<file path="src/rtl/fpu_normalize.sv">
// rtl/fpu_normalize.sv - post-add normalization, truncation and packing for the 32-bit custom float
module fpu_normalize #(
    parameter int BIAS    = 31,
    parameter int EXP_MAX = 63
) (
    input  logic        clock,
    input  logic        reset,
    input  logic        in_valid,
    output logic        in_ready,
    input  logic        in_sign,
    input  logic [5:0]  in_exp,
    input  logic [26:0] in_mant,
    input  logic        in_sticky,
    output logic        out_valid,
    output logic [31:0] data_out,
    output logic [3:0]  status_out
);

    typedef enum logic [2:0] {
        S_IDLE,
        S_CHECK,
        S_SHIFT_R,
        S_SHIFT_L,
        S_PACK
    } state_t;

    state_t      state_q;
    logic        sign_q;
    logic [6:0]  exp_q;
    logic [26:0] mant_q;
    logic        inexact_q;
    logic        valid_q;
    logic [31:0] data_q;
    logic [3:0]  status_q;

    logic [26:0] mant_sl_d;
    logic [6:0]  exp_dec_d;
    logic [31:0] data_d;
    logic [3:0]  status_d;
    logic        is_zero;
    logic        is_uflow;
    logic        is_oflow;

    always_comb begin
        mant_sl_d = mant_q << 1;
        exp_dec_d = exp_q - 7'd1;
        is_zero   = (mant_q == 27'h0);
        // Anything still unnormalized, or normalized only by borrowing code 0, is flushed.
        is_uflow  = (exp_q == 7'd0) || !mant_q[25];
        is_oflow  = (exp_q >= 7'(EXP_MAX));
        data_d    = {sign_q, exp_q[5:0], mant_q[24:0]};
        status_d  = {inexact_q, 3'b000};
        if (is_zero) begin
            data_d   = 32'h0;
            status_d = 4'b0001;
        end else if (is_uflow) begin
            data_d   = {sign_q, 31'h0};
            status_d = 4'b1101;
        end else if (is_oflow) begin
            data_d   = {sign_q, 6'(EXP_MAX), 25'h0};
            status_d = {inexact_q, 3'b010};
        end
    end

    always_ff @(posedge clock) begin
        if (reset) begin
            state_q   <= S_IDLE;
            sign_q    <= 1'b0;
            exp_q     <= 7'd0;
            mant_q    <= 27'h0;
            inexact_q <= 1'b0;
            valid_q   <= 1'b0;
            data_q    <= 32'h0;
            status_q  <= 4'h0;
        end else begin
            valid_q <= 1'b0;
            case (state_q)
                S_IDLE: begin
                    if (in_valid) begin
                        sign_q    <= in_sign;
                        exp_q     <= {1'b0, in_exp};
                        mant_q    <= in_mant;
                        inexact_q <= in_sticky;
                        state_q   <= S_CHECK;
                    end
                end
                S_CHECK: begin
                    if (mant_q == 27'h0 || exp_q == 7'd0) begin
                        state_q <= S_PACK;
                    end else if (mant_q[26]) begin
                        state_q <= S_SHIFT_R;
                    end else if (mant_q[25]) begin
                        state_q <= S_PACK;
                    end else begin
                        state_q <= S_SHIFT_L;
                    end
                end
                S_SHIFT_R: begin
                    mant_q    <= mant_q >> 1;
                    exp_q     <= exp_q + 7'd1;
                    inexact_q <= inexact_q | mant_q[0];
                    state_q   <= S_PACK;
                end
                S_SHIFT_L: begin
                    mant_q <= mant_sl_d;
                    exp_q  <= exp_dec_d;
                    // Stop once normalized or once the exponent can go no lower.
                    if (mant_sl_d[25] || exp_dec_d <= 7'd1) begin
                        state_q <= S_PACK;
                    end
                end
                S_PACK: begin
                    data_q   <= data_d;
                    status_q <= status_d;
                    valid_q  <= 1'b1;
                    state_q  <= S_IDLE;
                end
                default: state_q <= S_IDLE;
            endcase
        end
    end

    assign in_ready   = (state_q == S_IDLE);
    assign out_valid  = valid_q;
    assign data_out   = data_q;
    assign status_out = status_q;

endmodule
</file>
<file path="config.mk">
export PLATFORM = sky130hd
export DESIGN_NAME = fpu_normalize
export DESIGN_NICKNAME = d
export VERILOG_FILES = /design/src/rtl/fpu_normalize.sv
export SDC_FILE = /design/constraint.sdc
export NUM_CORES = 1
export LEC_CHECK = 0
export BUFFER_PORTS_ARGS = -buffer_cell sky130_fd_sc_hd__buf_2
export CAP_MARGIN = 0
export CORE_MARGIN = 2
export CORE_UTILIZATION = 55
export DETAILED_ROUTE_END_ITERATION = 8
export PLACE_DENSITY = 0.85
export SLEW_MARGIN = 25
export SYNTH_ARGS = -nofsm -noshare
export SYNTH_HDL_FRONTEND = slang
export SYNTH_SLANG_ARGS = --single-unit
export TNS_END_PERCENT = 100
</file>
<file path="constraint.sdc">
create_clock -name clock -period 2.25 [get_ports clock]
set_input_delay 0.1125 -clock clock [delete_from_list [all_inputs] [get_ports clock]]
set_output_delay 0.1125 -clock clock [all_outputs]
set_load 0.01 [all_outputs]
</file>
# == Yosys cells after proc, flatten, opt, wreduce, memory -nomap -nowiden ==
# Cells that the tools add are included.
# Widths: inputs -> output; s select.
# totals
regBits,76
inputBits,38
output_inout_bits,38
word_cells,51
# classes
add_sub_neg,2
order_cmp,2
n_eq_ne,6
muxes,19
bitwise_logic,1
n_reduce_logical,13
# op_table
operator,n
$pmux 27 s3,1
$mux 31,2
$mux 32,1
$logic_not 27->1,1
$mux 27,1
$pmux 7 s3,1
$mux 3,5
$pmux 3 s4,1
$mux 4,2
$reduce_and 2->1,4
$add 7x1->7 const B,1
$ge 7x6->1 const B,1
$le 7x1->1 const B,1
$logic_not 7->1,1
$mux 7,1
$sub 7x1->7 const B,1
$eq 3x2->1 const B,2
$ne 2x2->1 const B,2
$eq 3x1->1 const B,1
$eq 3x3->1 const B,1
$logic_not 3->1,1
$logic_or 1x1->1,3
$reduce_bool 3->1,1
$mux 1,2
other kinds (5),5

# == Depth between registers and ports, before layout ==
# Gate-level depths: netlist of run 1.
# logic_depth
ltp_word,5
depth_mapped,8
depth_no_buf,6

# == Worst setup path after synthesis of run 1 ==
# Ideal clock, no wire load.
# synth_path
path_type,flip-flop to flip-flop
from,register exp_q[0]
to,"register data_q[10], in the netlist data_out[10]"
t_arrival_ns,1.963
t_required_ns,2.133
setup_slack_ns,0.170
path_stages_with_launch,9
cell_sequence,dfxtp_1 clkbuf_1 inv_1 ha_1 or4b_4 o211ai_4 nor2_2 buf_6 a22o_1
# synth_via
elab_chain_len,4
# synth_lines
item,line,text
start: declaration,29,logic [6:0] exp_q;
start signal: assignment,81,"exp_q <= {1'b0, in_exp};"
start signal: assignment,100,exp_q <= exp_q + 7'd1;
start signal: assignment,106,exp_q <= exp_dec_d;
$ge 7x6->1 or $logic_not 7->1 (tied branches),"50, 49",
$mux 31 or $logic_or 1x1->1 (tied branches),"59, 49",
$mux 31 (*),56,end else if (is_uflow) begin
$mux 32 (*),53,if (is_zero) begin
end signal: assignment,113,data_q <= data_d;
end: declaration,33,logic [31:0] data_q;
# Every way passes the cells marked *; elsewhere a longest branch is shown, timed or not.
# A chain may end at the register's enable or synchronous reset.

# == Worst setup path in the final report of run 1 ==
# layout_path
from,register exp_q[0]
to,"register data_q[13], in the netlist data_out[13]"
# Same word-level chain as after synthesis.

==> flow_metrics.py, run 1 <==
metrics = {
    "sta": {
        "tns_ps": 0,
        "setup_viol": 0,
        "rsz0062_at_grt": "no",
        "hold_viol": 0,
        "period_minus_slack_ps": 2036,
        "slew_violations": 0,
        "max-slew-margin-rel": 0.5667,
        "fmax_mhz": 491.2,
        "layout_worst_path_cycle_share": 0.9048,
        "tightest_slew_ps": 649.9,
        "worst_clock_skew_ps": 11.17,
    },
    "routing": {
        "drt-total-wl_um": 9139,
        "dr.pass1.iters": 5,
        "vias": 3453,
        "drc": 0,
        "wire_per_inst_um": 16.12,
        "drtIter0Drc": 344,
        "ant_nets": 0,
        "viasPerCell": 6.090,
    },
    "clock_network": {
        "cts_sinks": 76,
        "root_buffer": "clkbuf_8",
        "ctsResizeCount": 0,
        "post_cts_buffers": 0,
        "clk_latency_ps": 360,
        "ctsLongestPathBuffers": 2,
        "htreeDepth": 3,
        "clkTransAtPathRegs_ps": 80,
        "cts_tree": "built",
        "cts_made_buffers": 9,
    },
    "cells_and_area": {
        "drive_above_1_share": 0.2490,
        "antenna_cells": 0,
        "syn2layout_area_growth_pct": 17.46,
        "finalNetCount": 526,
        "n_fill_cell": 523,
        "fin_area_um2": 4302,
        "utilization": 0.6736,
    },
    "power": {
        "comb_power_share": 0.337,
        "power_leakage_uw": 0.001717,
        "irDropWorstVdd_mv": 0.5530,
        "sw_frac_of_total": 0.3673,
        "p_int_uw": 2663,
        "pwr-share-seq": 0.410,
        "switching_power_uw": 1546,
        "pwr_density_cell_nw_per_um2": 978.6,
        "p_clk_frac": 0.253,
        "design_power_total_uw": 4210,
    },
    "floorplanning": {
        "boundaryPins": 76,
        "start_util": 0.5735,
        "die_area_um2": 7327,
        "dieWidth_um": 85.60,
        "core_um2": 6386,
        "die_h_um": 85.60,
        "num_rows": 29,
    },
    "synth": {
        "synth_top_area_share": 0.4154,
        "synth_seq_area_share": 0.4154,
        "synth-edff-count": 0,
        "ys_seq_elements": 76,
        "synth_most_common_cell": "dfxtp_1",
        "synth_commonest_cells": "76 x dfxtp_1, 65 x nand2_1, 36 x a21oi_1",
        "avgSynthCellArea_um2": 8.699,
        "async_flop_share": 0,
        "synth_warnings": 0,
        "synthCells": 421,
        "synth_ff_type": "dfxtp_1",
        "synth_top_area_cell": "dfxtp_1",
        "synth.distinct_cells": 53,
        "synth_area_leaders": "dfxtp_1 42%, mux2i_1 7.1%, nand2_1 6.7%",
        "synth_fp_nets": 462,
        "syn_area_um2": 3662,
    },
    "critical_path": {
        "rr_worst_depth": 6,
        "arrival_ps": 2280,
        "crit_path_start_kind": "register",
        "critPathRequiredTime_ps": 2490,
        "crit_type": "register to register",
        "reg2reg_from": "exp_q[0]$_SDFFE_PP0P_",
        "cp-end-kind": "register",
        "timing.reg2reg.setup_slack_ps": 210,
        "worst_r2r_endpoint": "data_out[13]$_SDFFE_PP0P_",
        "cp_max_fo": 25,
    },
    "place": {
        "dp.final_hpwl_um": 6177,
        "gp_congestion": 0.9403,
        "port_buffers": 75,
        "place_area_um2": 4084,
    },
    "global_route": {
        "antenna_found_initial": 0,
        "grt_pass1_vias": 3035,
        "grt_overflow_total": 0,
        "grt_start_max_net_pins": 45,
        "globalRouteTotalUtil": 0.2538,
        "grt_pass1_wl_um": 14930,
    },
    "job": {
        "drv_cap": 0,
    },
    "min_path": {
        "hold_end": "sign_q$_SDFFE_PP0P_",
        "hold_class": "input pin to register",
        "min_from": "in_sign",
        "hold_path_depth": 3,
    },
    "outcome": {
        "outcome": "complete, no violations",
    },
}
layout by cell type, fill, tap and decap left out, types with 7 or more instances in the layout:
master,netlist,final
o21ai_0,16,16
a22o_1,25,25
buf_4,0,15
nor4_1,7,7
dfxtp_1,76,75
nand2_1,65,65
mux2i_1,26,26
nor2_1,16,15
buf_2,9,75
clkbuf_8,0,11
o211ai_1,32,32
a21oi_1,36,36
a211oi_1,8,8
power groups by stage:
stage	registers (uW)	clock network, uW	logic [uW]
6_report	1730	1060	1420
2_1_floorplan	1680	0	1100
5_1_grt	1750	1150	1560
3_5_place_dp	1750	0	1390
3_3_place_gp	1750	0	1360
4_1_cts	1720	1080	1400
flip-flops by register name, summed over array words and instances (netlist names):
| signal | cells |
|---|---|
| inexact_q | 1 |
| status_out | 4 |
| state_q | 3 |
| data_out | 32 |
| mant_q | 27 |
| exp_q | 7 |
| sign_q | 1 |
| out_valid | 1 |
worst max-delay path by stage:
stage                          startpoint  cells past startpoint                        end
finish              exp_q[0]$_SDFFE_PP0P_                      6  data_out[13]$_SDFFE_PP0P_
global route        exp_q[0]$_SDFFE_PP0P_                      6   data_out[2]$_SDFFE_PP0P_
CTS                 exp_q[0]$_SDFFE_PP0P_                      6  data_out[13]$_SDFFE_PP0P_
detailed placement  exp_q[0]$_SDFFE_PP0P_                      6  data_out[15]$_SDFFE_PP0P_
global placement    exp_q[0]$_SDFFE_PP0P_                      6  data_out[11]$_SDFFE_PP0P_
floorplan           exp_q[0]$_SDFFE_PP0P_                      8  data_out[10]$_SDFFE_PP0P_
cells by family after synthesis:
group                      Yosys count  share of synthesized area
AOI/OAI and AO/OA                  142                     0.2702
adders and majority gates            3                    0.01025
buffers and inverters               43                    0.05364
DFF                                 76                     0.4154
muxes                               27                    0.07414
xor gates and xnor gates             2                   0.004784
and+or+nand+nor                    128                     0.1715
through the flow:
step	cells	hold WS, ps	setup slack [ps]
6_report	567	12.98	214.2
5_1_grt	567	26.19	86.69
4_1_cts	567	4.875	49.75
3_5_place_dp	550	351.7	80.93
3_3_place_gp	550	353.3	157.3
2_1_floorplan	421	260.0	169.8
layout make-up:
type,count,area (um2),area share
clock buffer,12,155.1,0.03607
timing repair buffer,91,498.0,0.1158
inverter,5,18.77,0.004363
sequential,76,1523,0.3540
tap,77,96.34,0.02240
multi-input combinational,302,1963,0.4564
clock inverter,4,47.55,0.01105
metal layers:
| metal | GRT usage | vias to the layer above | routed length [um] | share of wire |
|---|---|---|---|---|
| met5 | 0 | - | 0 | 0 |
| met4 | 0.09091 | 0 | 140 | 0.015 |
| met3 | 0.05101 | 16 | 716 | 0.078 |
| met2 | 0.3977 | 171 | 4317 | 0.47 |
| met1 | 0.3491 | 1596 | 3964 | 0.43 |
| li1 | - | 1670 | - | - |
what timing repair did:
item                                    in CTS  in global routing
hold endpoints to repair                     1                  0
hold buffers                                 1                  0
endpoints found under the setup margin       0                  0
critical path: stages, from the launching register on:
cell	delay [ps]
dfxtp_1	320
inv_1	100
ha_1	260
or4b_4	530
o211ai_4	290
nor2_4	200
a22o_1	220
Note: power is estimated with default switching activity, not from simulation.
==> inputs of run 2 (changes only) <==
--- a/config.mk
+++ b/config.mk
@@ -11,6 +11,7 @@
 export CORE_UTILIZATION = 55
 export DETAILED_ROUTE_END_ITERATION = 8
 export PLACE_DENSITY = 0.85
+export REMOVE_ABC_BUFFERS = 1
 export SLEW_MARGIN = 25
 export SYNTH_ARGS = -nofsm -noshare
 export SYNTH_HDL_FRONTEND = slang
==> run 2 against run 1 <==
Final area is 1.4% higher. Core utilization rose by 0.94 points. Sequential share of layout area shrank 0.49 points. Routed wire length up 3.6%. Critical path depth unchanged. Non-clock buffer count unchanged. Worst setup slack worse by 28 ps. Cell count unchanged. Clock power rose by 22%. Global-route usage increased by 1.4 points. Die area unchanged. Largest cell class unchanged. Highest routed layer unchanged.
==> flow_metrics.py, run 2 (synthesis gave the netlist of run 1 again) <==
metrics = {
    "outcome": {
        "outcome": "complete, no violations",
    },
    "routing": {
        "dr.pass1.iters": 5,
        "ant_nets": 0,
        "drtIter0Drc": 300,
        "drt-total-wl_um": 9469,
        "vias": 3482,
        "drc": 0,
        "wl_met2_um": 4659,
        "top_layer_used": "met4",
        "wl_met3_um": 628,
        "met1_length_um": 3930,
        "viasPerCell": 6.141,
        "wire_per_inst_um": 16.70,
    },
    "min_path": {
        "min_from": "in_sign",
        "hold_path_depth": 3,
        "hold_class": "input pin to register",
        "hold_end": "sign_q$_SDFFE_PP0P_",
    },
    "cells_and_area": {
        "final_cells": 567,
        "antenna_cells": 0,
        "multi_input_area_um2": 1968,
        "largest_reg_flops": 32,
        "finalNetCount": 526,
        "syn2layout_area_growth_pct": 19.10,
        "register_area_um2": 1523,
        "fin_area_um2": 4362,
        "drive_above_1_share": 0.2510,
        "n_fill_cell": 510,
        "final_cell_mix": "75 x dfxtp_1, 75 x buf_2, 65 x nand2_1, 36 x a21oi_1, 32 x o211ai_1",
    },
    "sta": {
        "max-slew-margin-rel": 0.6108,
        "hold_viol": 0,
        "rsz0062_at_grt": "no",
        "tightest_slew_ps": 582.4,
        "setup_ws_ps": 186.4,
        "tns_ps": 0,
        "slew_violations": 0,
        "setup_viol": 0,
        "layout_worst_path_cycle_share": 0.9171,
        "fmax_mhz": 484.6,
        "period_minus_slack_ps": 2064,
        "worst_clock_skew_ps": 7.600,
    },
    "place": {
        "dp.final_hpwl_um": 6373,
        "place_area_um2": 4104,
        "port_buffers": 75,
        "dpl.cell_count": 551,
        "pre_cts_ws_ps": -8.012,
        "gp_congestion": 1.003,
    },
    "critical_path": {
        "crit_slowest_cell": "or4b_4",
        "worst_r2r_endpoint": "data_out[1]$_SDFFE_PP0P_",
        "crit_family": "simple AND/OR/NAND/NOR gates",
        "max_stage_delay_ps": 530,
        "crit_path_start_kind": "register",
        "critPathBufInv": 1,
        "rr_worst_depth": 6,
        "arrival_ps": 2310,
        "timing.reg2reg.setup_slack_ps": 190,
        "cp-end-kind": "register",
        "reg2reg_from": "exp_q[1]$_SDFFE_PP0P_",
        "cp_max_fo": 25,
        "crit_type": "register to register",
        "critPathRequiredTime_ps": 2490,
        "cp_cell_sequence": "inv_1 > ha_1 > or4b_4 > o211ai_4 > nor2_4 > a22o_1",
    },
    "floorplanning": {
        "die_h_um": 85.60,
        "die_area_um2": 7327,
        "core_um2": 6386,
        "boundaryPins": 76,
        "start_util": 0.5735,
        "num_rows": 29,
        "dieWidth_um": 85.60,
    },
    "clock_network": {
        "cts_hold_buf": 0,
        "cts_tree": "built",
        "clk_latency_ps": 350,
        "clkTransAtPathRegs_ps": 80,
        "htreeDepth": 3,
        "ctsLongestPathBuffers": 2,
        "cts_made_buffers": 9,
        "cts_sinks": 76,
        "root_buffer": "clkbuf_8",
    },
    "global_route": {
        "grt_overflow_total": 0,
        "antenna_found_initial": 0,
        "grt_start_max_net_pins": 54,
        "grt_pass1_vias": 3295,
        "globalRouteTotalUtil": 0.2680,
        "grt_pass1_wl_um": 15690,
    },
    "power": {
        "power_leakage_uw": 0.001739,
        "design_power_total_uw": 4475,
        "pwr_density_cell_nw_per_um2": 1026,
        "irDropWorstVdd_mv": 0.6074,
    },
    "job": {
        "drv_cap": 0,
    },
}
[run 2: changes by cell type in the layout (fill, tap and decap cells not counted), sizes merged]
cell / previous run / this run
clkbuf: 12 / 11
bufinv: 1 / 3
clkinv: 2 / 0
dlygate4sd3: 1 / 0
inv: 5 / 6
buf: 90 / 91
[run 2: metal layers]
layer,vias up,global-route usage
li1,1668,-
met1,1634,0.3412
met2,154,0.4233
met3,26,0.07026
met4,0,0.1299
met5,-,0
[run 2: timing repair]
| action | CTS | global route |
|---|---|---|
| gates resized for setup | 1 | 0 |
| setup endpoints to repair | 25 | 0 |
| buffers inserted | 0 | 0 |
[run 2: power breakdown]
| group | switching [uW] | internal [uW] | leakage, uW | total, uW |
|---|---|---|---|---|
| combinational | 853 | 603 | 0.00100 | 1460 |
| clock | 517 | 772 | 0.000120 | 1290 |
| sequential | 217 | 1510 | 0.000619 | 1730 |
| total | 1590 | 2890 | 0.00174 | 4470 |
[run 2: worst reg2reg max path: cells and delay by family, from the launching register on]
family | cells | cell delay (ps)
buf+inv | 1 | 100
compound gates | 2 | 530
fa+ha+maj | 1 | 260
simple gates | 2 | 720
flops | 1 | 360
[run 2: layout make-up]
cell class | instances | share of cell area
clock buffer | 11 | 0.03242
clock inverter | 5 | 0.02438
inverter | 5 | 0.004303
multi-input combinational | 302 | 0.4512
sequential | 76 | 0.3491
tap | 77 | 0.02209
timing repair buffer | 91 | 0.1165
[run 2: metrics by stage]
stage	util	hold WS, ps
after detailed placement	0.6426	390.6
after global routing	0.6830	38.92
final	0.6830	17.02
after global placement	0.6426	382.0
after floorplan	-	181.6
after CTS	0.6822	18.79
[run 2: how the worst max path moves through the flow]
stage,from,cells after the start,slack (ps),end
after CTS,exp_q[1]$_SDFFE_PP0P_,6,200,data_out[1]$_SDFFE_PP0P_
after floorplan,state_q[0]$_SDFFE_PP0P_,4,-1130,exp_q[4]$_SDFFE_PP0P_
after detailed placement,exp_q[1]$_SDFFE_PP0P_,6,-8,data_out[3]$_SDFFE_PP0P_
after global placement,exp_q[1]$_SDFFE_PP0P_,6,100,data_out[6]$_SDFFE_PP0P_
after global routing,exp_q[1]$_SDFFE_PP0P_,6,90,data_out[18]$_SDFFE_PP0P_
final,exp_q[1]$_SDFFE_PP0P_,6,190,data_out[1]$_SDFFE_PP0P_
==> inputs of run 3 (changes only) <==
--- a/config.mk
+++ b/config.mk
@@ -10,7 +10,7 @@
 export CORE_MARGIN = 2
 export CORE_UTILIZATION = 55
 export DETAILED_ROUTE_END_ITERATION = 8
-export PLACE_DENSITY = 0.85
+export PLACE_DENSITY = 0.8
 export REMOVE_ABC_BUFFERS = 1
 export SLEW_MARGIN = 25
 export SYNTH_ARGS = -nofsm -noshare
==> run 3 against run 2 <==
Combinational power about the same. Fmax increased by 2.7%. Hold slack improved by 27 ps. Critical path type unchanged. Global-route usage decreased by 1.7 points. Sequential power about the same. Critical path depth unchanged. Die area unchanged. Via count decreased by 3.2%. Power decreased by 6.9%. Routed wire length decreased by 4.3%. Final area decreased by 0.77%. Sequential share of layout area increased by 0.27 points.
==> flow_metrics.py, run 3 (synthesis gave the netlist of run 1 again) <==
metrics = {
    "outcome": {
        "outcome": "complete, no violations",
    },
    "routing": {
        "vias": 3370,
        "drtIter0Drc": 229,
        "drc": 0,
        "dr.pass1.iters": 4,
        "ant_nets": 0,
        "viasPerCell": 5.923,
        "wire_per_inst_um": 15.93,
        "drt-total-wl_um": 9064,
    },
    "power": {
        "pwr_density_cell_nw_per_um2": 962.8,
        "design_power_total_uw": 4167,
        "irDropWorstVdd_mv": 0.4974,
        "power_leakage_uw": 0.001717,
    },
    "critical_path": {
        "reg2reg_from": "exp_q[0]$_SDFFE_PP0P_",
        "crit_type": "register to register",
        "crit_path_start_kind": "register",
        "rr_worst_depth": 6,
        "critPathRequiredTime_ps": 2480,
        "cp-startpoint": "exp_q[0]$_SDFFE_PP0P_",
        "timing.reg2reg.setup_slack_ps": 240,
        "cp_cell_sequence": "inv_1 > ha_1 > or4b_4 > o32ai_1 > mux2i_1 > a21oi_1",
        "cp_max_fo": 6,
        "cp-end-kind": "register",
        "worst_r2r_endpoint": "exp_q[6]$_SDFFE_PP0P_",
        "arrival_ps": 2240,
        "crit_slowest_cell": "or4b_4",
        "max_stage_delay_ps": 520,
        "critPathCapture": "exp_q[6]$_SDFFE_PP0P_",
    },
    "sta": {
        "rsz0062_at_grt": "no",
        "fmax_mhz": 497.9,
        "hold_viol": 0,
        "slew_violations": 0,
        "period_minus_slack_ps": 2008,
        "max-slew-margin-rel": 0.5653,
        "tightest_slew_ps": 651.7,
        "worst_clock_skew_ps": 9.565,
        "layout_worst_path_cycle_share": 0.8926,
        "setup_viol": 0,
    },
    "global_route": {
        "grt_pass1_wl_um": 14850,
        "globalRouteTotalUtil": 0.2509,
        "grt_start_max_net_pins": 53,
        "grt_pass1_vias": 3215,
        "antenna_found_initial": 0,
        "grt_overflow_total": 0,
    },
    "floorplanning": {
        "boundaryPins": 76,
        "die_h_um": 85.60,
        "num_rows": 29,
        "core_um2": 6386,
        "start_util": 0.5735,
        "dieWidth_um": 85.60,
        "die_area_um2": 7327,
    },
    "cells_and_area": {
        "finalNetCount": 528,
        "multi_input_area_um2": 1968,
        "utilization": 0.6777,
        "largest_reg_flops": 32,
        "final_cell_mix": "75 x dfxtp_1, 75 x buf_2, 65 x nand2_1, 36 x a21oi_1, 32 x o211ai_1",
        "antenna_cells": 0,
        "drive_above_1_share": 0.2541,
        "n_fill_cell": 514,
        "register_area_um2": 1523,
        "syn2layout_area_growth_pct": 18.18,
    },
    "job": {
        "drv_cap": 0,
    },
    "clock_network": {
        "cts_made_buffers": 9,
        "clkTransAtPathRegs_ps": 90,
        "ctsLongestPathBuffers": 2,
        "root_buffer": "clkbuf_8",
        "cts_sinks": 76,
        "htreeDepth": 3,
        "ctsResizeCount": 0,
        "post_cts_buffers": 0,
        "clk_latency_ps": 350,
        "cts_tree": "built",
    },
    "min_path": {
        "hold_class": "input pin to register",
    },
    "place": {
        "dp.final_hpwl_um": 6201,
        "port_buffers": 75,
        "gp_congestion": 0.9381,
    },
}
## run 3: worst min-delay path by stage
stage	start	endpoint	depth (start not counted)
5_1_grt	in_valid	sign_q$_SDFFE_PP0P_	3
2_1_floorplan	reset	exp_q[1]$_SDFFE_PP0P_	1
4_1_cts	in_valid	sign_q$_SDFFE_PP0P_	3
3_5_place_dp	in_sign	sign_q$_SDFFE_PP0P_	3
6_report	in_valid	sign_q$_SDFFE_PP0P_	3
3_3_place_gp	in_sign	sign_q$_SDFFE_PP0P_	3
## run 3: power by group
part           switching, uW  internal [uW]
logic                    835            626
registers                222           1510
clock network            557            415
total                   1610           2550
## run 3: critical path, delay by kind of cell (launching register included)
family	cells	cell delay, ps
muxes	1	250
adders and majority gates	1	250
and+or+nand+nor	1	520
DFF	1	330
AOI/OAI and AO/OA	2	450
buffers and inverters	1	100
## run 3: area by class of cell
| class | count | area share |
|---|---|---|
| Tap cell | 77 | 0.02226 |
| Clock inverter | 7 | 0.01388 |
| Sequential cell | 76 | 0.3518 |
| Timing Repair Buffer | 93 | 0.1243 |
| Clock buffer | 9 | 0.02862 |
| Inverter | 5 | 0.004337 |
| Multi-Input combinational cell | 302 | 0.4548 |
## run 3: routing by layer
metal  track usage  part of all wire  vias to the layer above
li1              -                 -                     1682
met1        0.3251              0.45                     1566
met2        0.4084              0.48                      100
met3       0.04331             0.051                       22
met4        0.1169             0.026                        0
met5             0                 0                        -
## run 3: timing repair
| item | in CTS | in global routing |
|---|---|---|
| setup endpoints to repair | 0 | 0 |
| hold buffers | 1 | 0 |
| endpoints found under the hold margin | 1 | 0 |
## run 3: through the flow
step	cells	hold WS (ps)	TNS, ps	area, um2	setup WS (ps)
after floorplan	383	181.6	-62750	3485	-1131
after global placement	552	371.8	0	4124	144.4
after detailed placement	552	375.2	0	4124	55.65
after CTS	569	32.14	0	4318	40.37
after global routing	569	45.62	0	4328	126.2
final	569	44.10	0	4328	241.6
